[config.mk]
export PLATFORM = sky130hd
export DESIGN_NAME = valve_table_driver
export DESIGN_NICKNAME = d
export VERILOG_FILES = /design/src/rtl/valve_table_driver.sv
export SDC_FILE = /design/constraint.sdc
export NUM_CORES = 2
export LEC_CHECK = 0
export CAP_MARGIN = 40
export CELL_PAD_IN_SITES_DETAIL_PLACEMENT = 1
export CELL_PAD_IN_SITES_GLOBAL_PLACEMENT = 1
export CORE_MARGIN = 2
export CORE_UTILIZATION = 45
export DETAILED_ROUTE_END_ITERATION = 8
export PLACE_DENSITY_LB_ADDON = 0.1
export SYNTH_ARGS = -nofsm -noshare
export SYNTH_HDL_FRONTEND = slang
export SYNTH_SLANG_ARGS = --single-unit
[constraint.sdc]
create_clock -name clk -period 4 [get_ports clk]
set_input_delay 0.6 -clock clk [delete_from_list [all_inputs] [get_ports clk]]
set_output_delay 0.6 -clock clk [all_outputs]
set_load 0.05 [all_outputs]
[src/rtl/valve_table_driver.sv]
// valve_table_driver: looks up a state address in a loadable table of trained
// valve settings, then slews valve_out toward that target in bounded steps and
// pulses valve_valid once the target is reached.
module valve_table_driver #(
  parameter int ADDR_W     = 9,
  parameter int VALVE_W    = 6,
  parameter int STEP_MAX   = 4,
  parameter int HOLD_CYC   = 8,
  parameter int SAFE_VALVE = 0
) (
  input  logic               clk,
  input  logic               rst_n,
  input  logic [ADDR_W-1:0]  addr_in,
  input  logic               addr_valid,
  input  logic               load_en,
  input  logic [ADDR_W-1:0]  load_addr,
  input  logic [VALVE_W-1:0] load_data,
  output logic               load_ready,
  output logic [VALVE_W-1:0] valve_out,
  output logic               valve_valid,
  output logic               busy,
  output logic               addr_err
);

  localparam int DEPTH = 1 << ADDR_W;
  localparam int CNT_W = (HOLD_CYC > 1) ? $clog2(HOLD_CYC) : 1;
  localparam logic [CNT_W-1:0]   CNT_RLD = CNT_W'(HOLD_CYC - 1);
  localparam logic [VALVE_W-1:0] SAFE    = VALVE_W'(SAFE_VALVE);
  localparam logic [VALVE_W-1:0] STEP_V  = VALVE_W'(STEP_MAX);
  localparam logic [VALVE_W:0]   STEP_W  = (VALVE_W + 1)'(STEP_MAX);

  typedef enum logic [1:0] {IDLE, LOOKUP, SLEW, DONE} state_t;

  state_t             state_q, state_d;
  logic [VALVE_W-1:0] mem [DEPTH];
  logic [DEPTH-1:0]   wr_q;
  logic [VALVE_W-1:0] rd_q;
  logic               hit_q, bad_q;
  logic [VALVE_W-1:0] target_q, target_d;
  logic [VALVE_W-1:0] valve_q, valve_d;
  logic [CNT_W-1:0]   cnt_q, cnt_d;
  logic               err_q, err_d;
  logic [VALVE_W:0]   diff;
  logic               load_acc, look_acc;

  // A well-formed address has every 3-bit field in 1..3.
  function automatic logic malformed(input logic [ADDR_W-1:0] a);
    malformed = 1'b0;
    for (int i = 0; i < ADDR_W / 3; i++)
      if (a[3*i +: 3] == 3'd0 || a[3*i +: 3] > 3'd3) malformed = 1'b1;
  endfunction

  // Loads win over lookups; both only land while idle.
  assign load_acc = (state_q == IDLE) && load_en;
  assign look_acc = (state_q == IDLE) && !load_en && addr_valid;

  // Distance to target, widened one bit so it never wraps.
  assign diff = (target_q >= valve_q) ? ({1'b0, target_q} - {1'b0, valve_q})
                                      : ({1'b0, valve_q} - {1'b0, target_q});

  // Table data: no reset, registered read launched at the accept edge.
  always_ff @(posedge clk) begin
    if (load_acc) mem[load_addr] <= load_data;
    if (look_acc) rd_q <= mem[addr_in];
  end

  // Written bits and per-lookup address qualifiers.
  always_ff @(posedge clk or negedge rst_n) begin
    if (!rst_n) begin
      wr_q  <= '0;
      hit_q <= 1'b0;
      bad_q <= 1'b0;
    end else begin
      if (load_acc) wr_q[load_addr] <= 1'b1;
      if (look_acc) begin
        hit_q <= wr_q[addr_in];
        bad_q <= malformed(addr_in);
      end
    end
  end

  // Control and datapath state.
  always_ff @(posedge clk or negedge rst_n) begin
    if (!rst_n) begin
      state_q  <= IDLE;
      target_q <= SAFE;
      valve_q  <= SAFE;
      cnt_q    <= '0;
      err_q    <= 1'b0;
    end else begin
      state_q  <= state_d;
      target_q <= target_d;
      valve_q  <= valve_d;
      cnt_q    <= cnt_d;
      err_q    <= err_d;
    end
  end

  // Next state: resolve target in LOOKUP, then one bounded step per hold period;
  // DONE follows the cycle in which valve_out already equals the target.
  always_comb begin
    state_d  = state_q;
    target_d = target_q;
    valve_d  = valve_q;
    cnt_d    = cnt_q;
    err_d    = err_q;
    unique case (state_q)
      IDLE: if (look_acc) state_d = LOOKUP;
      LOOKUP: begin
        target_d = (bad_q || !hit_q) ? SAFE : rd_q;
        err_d    = err_q | bad_q;
        cnt_d    = CNT_RLD;
        state_d  = SLEW;
      end
      SLEW: begin
        if (valve_q == target_q) begin
          state_d = DONE;
        end else if (cnt_q == '0) begin
          cnt_d = CNT_RLD;
          if (diff <= STEP_W)           valve_d = target_q;
          else if (target_q > valve_q)  valve_d = valve_q + STEP_V;
          else                          valve_d = valve_q - STEP_V;
        end else begin
          cnt_d = cnt_q - CNT_W'(1);
        end
      end
      DONE: state_d = IDLE;
      default: state_d = IDLE;
    endcase
  end

  assign load_ready  = (state_q == IDLE);
  assign busy        = (state_q != IDLE);
  assign valve_valid = (state_q == DONE);
  assign valve_out   = valve_q;
  assign addr_err    = err_q;

endmodule

; After elaboration in Yosys (flattened, before gate mapping)
; Memory sizes are Yosys's and may differ from the RTL's. A register that Yosys moved wholly into a read port is not among the register bits.
; Cells that the tools add are included.
[classes]
add_sub_neg = 5
magnitude_cmp = 9
n_eq_ne = 7
mux = 19
bitwise = 3
reduce_logical = 20
[op_table]
columns = cell, n
row1 = 512-bit bitwise OR, 1
row2 = 9-bit by 10-bit < comparator with 1-bit output (second input constant), 2
row3 = 6-bit two-way mux, 3
row4 = 6-bit by 6-bit subtractor with 7-bit output, 2
row5 = 3-bit zero test, 4
row6 = 1-bit binary-select mux with 9-bit select, 1
row7 = 1-bit demux with 9-bit select, 1
row8 = 9-bit by 1-bit greater-or-equal comparator with 1-bit output (second input constant), 1
row9 = 3-bit by 2-bit greater-than comparator with 1-bit output (second input constant), 3
row10 = 2-bit one-hot mux with 4 select lines, 1
row11 = 7-bit by 3-bit <= comparator with 1-bit output (second input constant), 1
row12 = 1-bit two-way mux, 7
row13 = 7-bit two-way mux, 1
row14 = 6-bit by 3-bit adder with 6-bit output (second input constant), 1
row15 = 6-bit == test, 1
row16 = 6-bit greater-or-equal comparator, 1
row17 = 6-bit greater-than comparator, 1
row18 = 3-bit two-way mux, 2
row19 = 3-bit one-hot mux with 2 select lines, 1
row20 = 6-bit by 3-bit subtractor with 6-bit output (second input constant), 1
row21 = 2-bit == test (second input constant), 2
row22 = 1-bit logical AND, 4
row23 = 1-bit logical OR, 4
row24 = 2-bit two-way mux, 2
row25 = other kinds (11), 15
[word_totals]
regBits = 532
ramBits = 3072
output_inout_bits = 10
wordCells = 72
mem_count = 1
[memory_table]
columns = memory, words, width, rd, rd_ports_with_merged_regs, write_ports, line
row1 = mem, 512, 6, 1, 1, 1, 35  ; logic [VALVE_W-1:0] mem [DEPTH];

; Logic depth before layout (Yosys ltp)
[depth]
depth_word = 5
mapped_depth = 14
ltp_nobuf = 13

; Worst setup path before layout
; No wires, ideal clock.
[synth_timing]
kind = register to register
startpoint = register valve_q[1] (netlist: valve_out[1])
endpoint = register valve_q[5] (netlist: valve_out[5])
t_arrival_ns = 3.297
required_ns = 3.930
slack_ns = 0.632
stages_incl_launch_ff = 14
n_path_buf = 0
path_cell_list = dfrtp_1 > inv_1 > ha_1 > nor2b_1 > o31a_1 > o21ai_1 > a21oi_1 > o22ai_1 > ha_1 > a21o_1 > a21oi_1 > xor2_1 > a2111o_1 > nand3_1
[synth_via]
elab_chain_len = 4
elab_cells_between_ends = 13
cone_classes = 4 x add/sub / 3 x order compare / 1 x eq/ne / 3 x mux / 1 x bitwise / 1 x reduce/logical
[synth_lines]
columns = element, line
row1 = "start, declared", 40  ; logic [VALVE_W-1:0] valve_q, valve_d;
row2 = "start signal, assigned", 93  ; valve_q <= valve_d;
row3 = "6-bit by 6-bit subtractor with 7-bit output, or another cell as far along", 59  ; : ({1'b0, valve_q} - {1'b0, target_q});
row4 = 7-bit two-way mux, 58  ; assign diff = (target_q >= valve_q) ? ({1'b0, target_q} - {1'b0, valve_q})
row5 = 7-bit by 3-bit <= comparator with 1-bit output, 120  ; if (diff <= STEP_W) valve_d = target_q;
row6 = 6-bit two-way mux, 120
; Several ways; a longest one is shown, not always the timed one.
; A chain may end at the register's enable or synchronous reset.

==> out/summary.txt <==
run status -> completed
overall power of the completed layout -> 84,600 uW
die footprint -> 0.319 sq mm
slew at the pin closest to its max-slew limit -> 1.15 ns
dominant cells by area after synthesis -> edfxtp_1, mux4_2, dfrtp_1
vias in the first global route -> 80,800
tightest slew margin relative to the limit -> 23.1%
worst voltage drop across the vdd grid -> 0.366 mV
pin count of the biggest net entering global routing -> 129
number of antenna violations at the first check in global routing -> 34
kind of critical path -> in -> reg
Worst path slowest cell -> a22oi_1
via count -> 77,000
Worst Path Required -> 4.69 ns
Post-Route WL -> 457 mm
wire length of the first global-routing pass -> 642 mm
clock sink count -> 3,610
worst reg-to-reg path cell count -> 13
top-area cell type share of the netlist area -> 65.4%
Core Region -> 0.312 sq mm
power share of the combinational group -> 7.7%
routability congestion estimate -> 0.859
start point of the critical path -> addr_in[0]
setup bufs post-CTS -> 0
R2R Setup Slk -> 0.46 ns
TNS Setup -> 0 ns
share of synthesized flip-flops with an asynchronous set or reset -> 14.7%
routed via count divided by cell count -> 6.09
Highest Clock Rate -> 268 MHz
first-pass iteration count of the detailed router -> 6
final cell utilization of the core -> 53.6%
CTS tree -> yes
DRC violations left -> 0
CP endpoint kind -> register
total congestion overflow after global routing -> 0
row cnt -> 205
final worst path period need -> 3.74 ns
most repeated library cell on the critical path -> buf_12
detail-routed net length per standard cell -> 36.1 microns
leakage -> 0.0596 uW
Psw -> 19,700 uW
Yosys top cell by area -> edfxtp_1
Skew-Pair Late Insertion Delay -> 0.95 ns
reg-to-reg critical path startpoint -> valve_out[2]
critical path's largest stage delay -> 0.59 ns
endpoints failing hold -> 0
layout overhead on the synthesized area -> 18.4%
half-perimeter wire length after detailed placement -> 298 mm
total cell area at the placement stage -> 0.154 sq mm
CP Capture Point -> rd_q[0]
total routing usage reported by global routing -> 28.9%
Avg Cell Area, Syn -> 19.9 sq um
worst setup timing slack at the placement stage -> -0.634 ns
cts-stage hold buffer count -> 1
Final nets -> 8,196
RSZ-0062 raised after global routing -> no
nets in the synthesized netlist -> 7,142
number of routed nets with antenna violations -> 0
I/O pins -> 38
count of max-cap constraint violations -> 0
final number of setup-violating endpoints -> 0
input/output buffers -> 37
number of enable-type register cells in the synthesized netlist -> 3,078
Worst Path Max Fanout -> 23
die height -> 565 microns
count of cell types in the netlist -> 75
fraction of power consumed by sequential logic -> 49.0%
ratio of cells with drive above 1 in the final layout -> 36.9%
cell area power density -> 506 mW/mm^2
maximum count of clock buffers along a single path -> 4
Worst Skew -> 0.0432 ns
flip-flop and latch count after synthesis -> 3,610
WP data arrival -> 4.43 ns
htree depth -> 5
type of element launching the critical path -> primary input
kind of path behind the tightest hold check -> in -> reg
capture point of the worst reg-to-reg path -> valve_out[5]
total of warnings raised by yosys -> 0
Final Slew Violations -> 0
post-route worst setup slack -> 0.265 ns
share of the yosys chip area belonging to registers -> 74.8%
clock input transition at the sequential cells of the worst setup and hold paths -> 0.07 ns
starting density of the core -> 45.3%
part of the total power dissipated in the clock network -> 43.3%
post-synthesis instance area -> 0.141 sq mm
post-cts sizing count -> 0
sw frac -> 23.3%
cell breakdown of the critical path -> buf_16, buf_12, buf_12, mux4_2, a22oi_1, a31oi_1, o221ai_1, nand4_1, nor4_1, buf_4, nor3_1
DRC violation total after the first TritonRoute iteration -> 9,006
Internal -> 64,900 uW
cts bufs inserted -> 386
Post-Syn Instances -> 7,091
primary flip-flop cell chosen by synthesis mapping -> edfxtp_1
Die Wd -> 565 microns
final clock period utilization by the worst path -> 93.4%
final cell area excluding filler cells -> 0.167 sq mm
CTS Root Cell -> clkbuf_16
[worst min path at each step]
stage / slack (ns) / start / to / cells after the start
2_1_floorplan: 0.30 / rst_n / addr_err / 0
3_3_place_gp: 0.44 / wr_q[164] / wr_q[164] / 1
3_5_place_dp: 0.45 / wr_q[506] / wr_q[506] / 1
4_1_cts: 0.08 / load_data[3] / mem[377][3] / 1
5_1_grt: 0.09 / load_data[5] / mem[443][5] / 1
6_report: 0.13 / load_data[3] / mem[377][3] / 1
[kinds of logic (layout without fill, tap and decap cells)]
logic type,after synthesis,after routing,synth area share (%)
adder cells (fa/ha/maj),23,23,0.219
AO/OA/AOI/OAI,522,522,2.59
other,0,12,0
flip-flops,3610,3610,74.8
buffers and inverters,434,1828,1.66
XOR/XNOR,6,6,0.0372
AND/OR/NAND/NOR,1436,1436,4.97
multiplexers,1060,1060,15.7
[Yosys cell counts (6+ instances only)]
master and instances:
nor2_1 579, mux2_2 8, o22ai_1 49, ha_1 20
clkbuf_1 175, and3_1 8, buf_1 26, a31oi_1 19
nor2b_1 20, buf_2 90, o21ai_1 10, mux4_2 930
nand2_1 177, buf_6 39, a22oi_1 133, nor4_1 13
o221ai_1 13, a221oi_1 40, or2_2 516, dfrtp_1 532
nor3_1 29, a2111oi_0 7, o211ai_1 11, nand4_1 12
a21oi_1 93, nand3_1 46, a211oi_1 31, o21ai_0 40
and2_1 12, buf_4 65, buf_8 6, o2111ai_1 8
edfxtp_1 3078, a22o_1 22, inv_1 28, mux2i_1 121
nand2b_1 6
[metrics by stage]
stage / hold slack [ns] / std cells
after floorplan: 0.304 / 7091
after global placement: 0.444 / 11900
after detailed placement: 0.449 / 11900
after CTS: 0.0782 / 12600
after global routing: 0.0930 / 12600
final: 0.128 / 12600
[cells in the final DEF (no fill, tap or decap), drive strengths merged, types with 133 or more instances in the layout]
cell type / count
a22oi: 133
clkbuf: 528
buf: 1042
mux4: 930
clkinv: 140
edfxtp: 3078
nor2: 579
dfrtp: 532
nand2: 177
or2: 517
[sequential cells by signal, indices dropped and copies added (netlist names)]
name and flops:
mem 3072, target_q 6, cnt_q 3, addr_err 1
wr_q 512, rd_q 6, valve_out 6, bad_q 1
state_q 2, hit_q 1
[power groups by stage]
stage               registers, uW  logic (uW)  clock network, uW
floorplan                   42200        3250                  0
global placement            42200        6360                  0
detailed placement          42200        6500                  0
CTS                         41400        6530              37200
global route                41500        6850              38500
finish                      41400        6520              36700
[per-layer routing]
metal | routed length, microns | global-route usage (%) | share of wire (%) | vias up
li1 | - | - | - | 30800
met1 | 189000 | 41.2 | 41 | 42400
met2 | 216000 | 45.5 | 47 | 3266
met3 | 37700 | 5.80 | 8.2 | 612
met4 | 13500 | 7.97 | 3.0 | 10
met5 | 74 | 0 | 0.016 | -
[layout make-up]
type                    instances  area (sq um)
diodes                         12          30.0
clock buffers                 528         10800
clock inverters               200          2200
fillers                     27500        145000
inverters                      33           136
multi-input cells            3047         33500
flip-flops and latches       3610        106000
well taps                    4140          5180
repair buffers               1067          9810
[worst max-delay path, delay by kind of cell]
family                 cells  cell delay [ns]
AOI/OAI and AO/OA          3             1.19
buffers and inverters      4             0.97
and+or+nand+nor            3             0.97
muxes                      1             0.55
No activity file was read; power rests on OpenSTA's default activity.
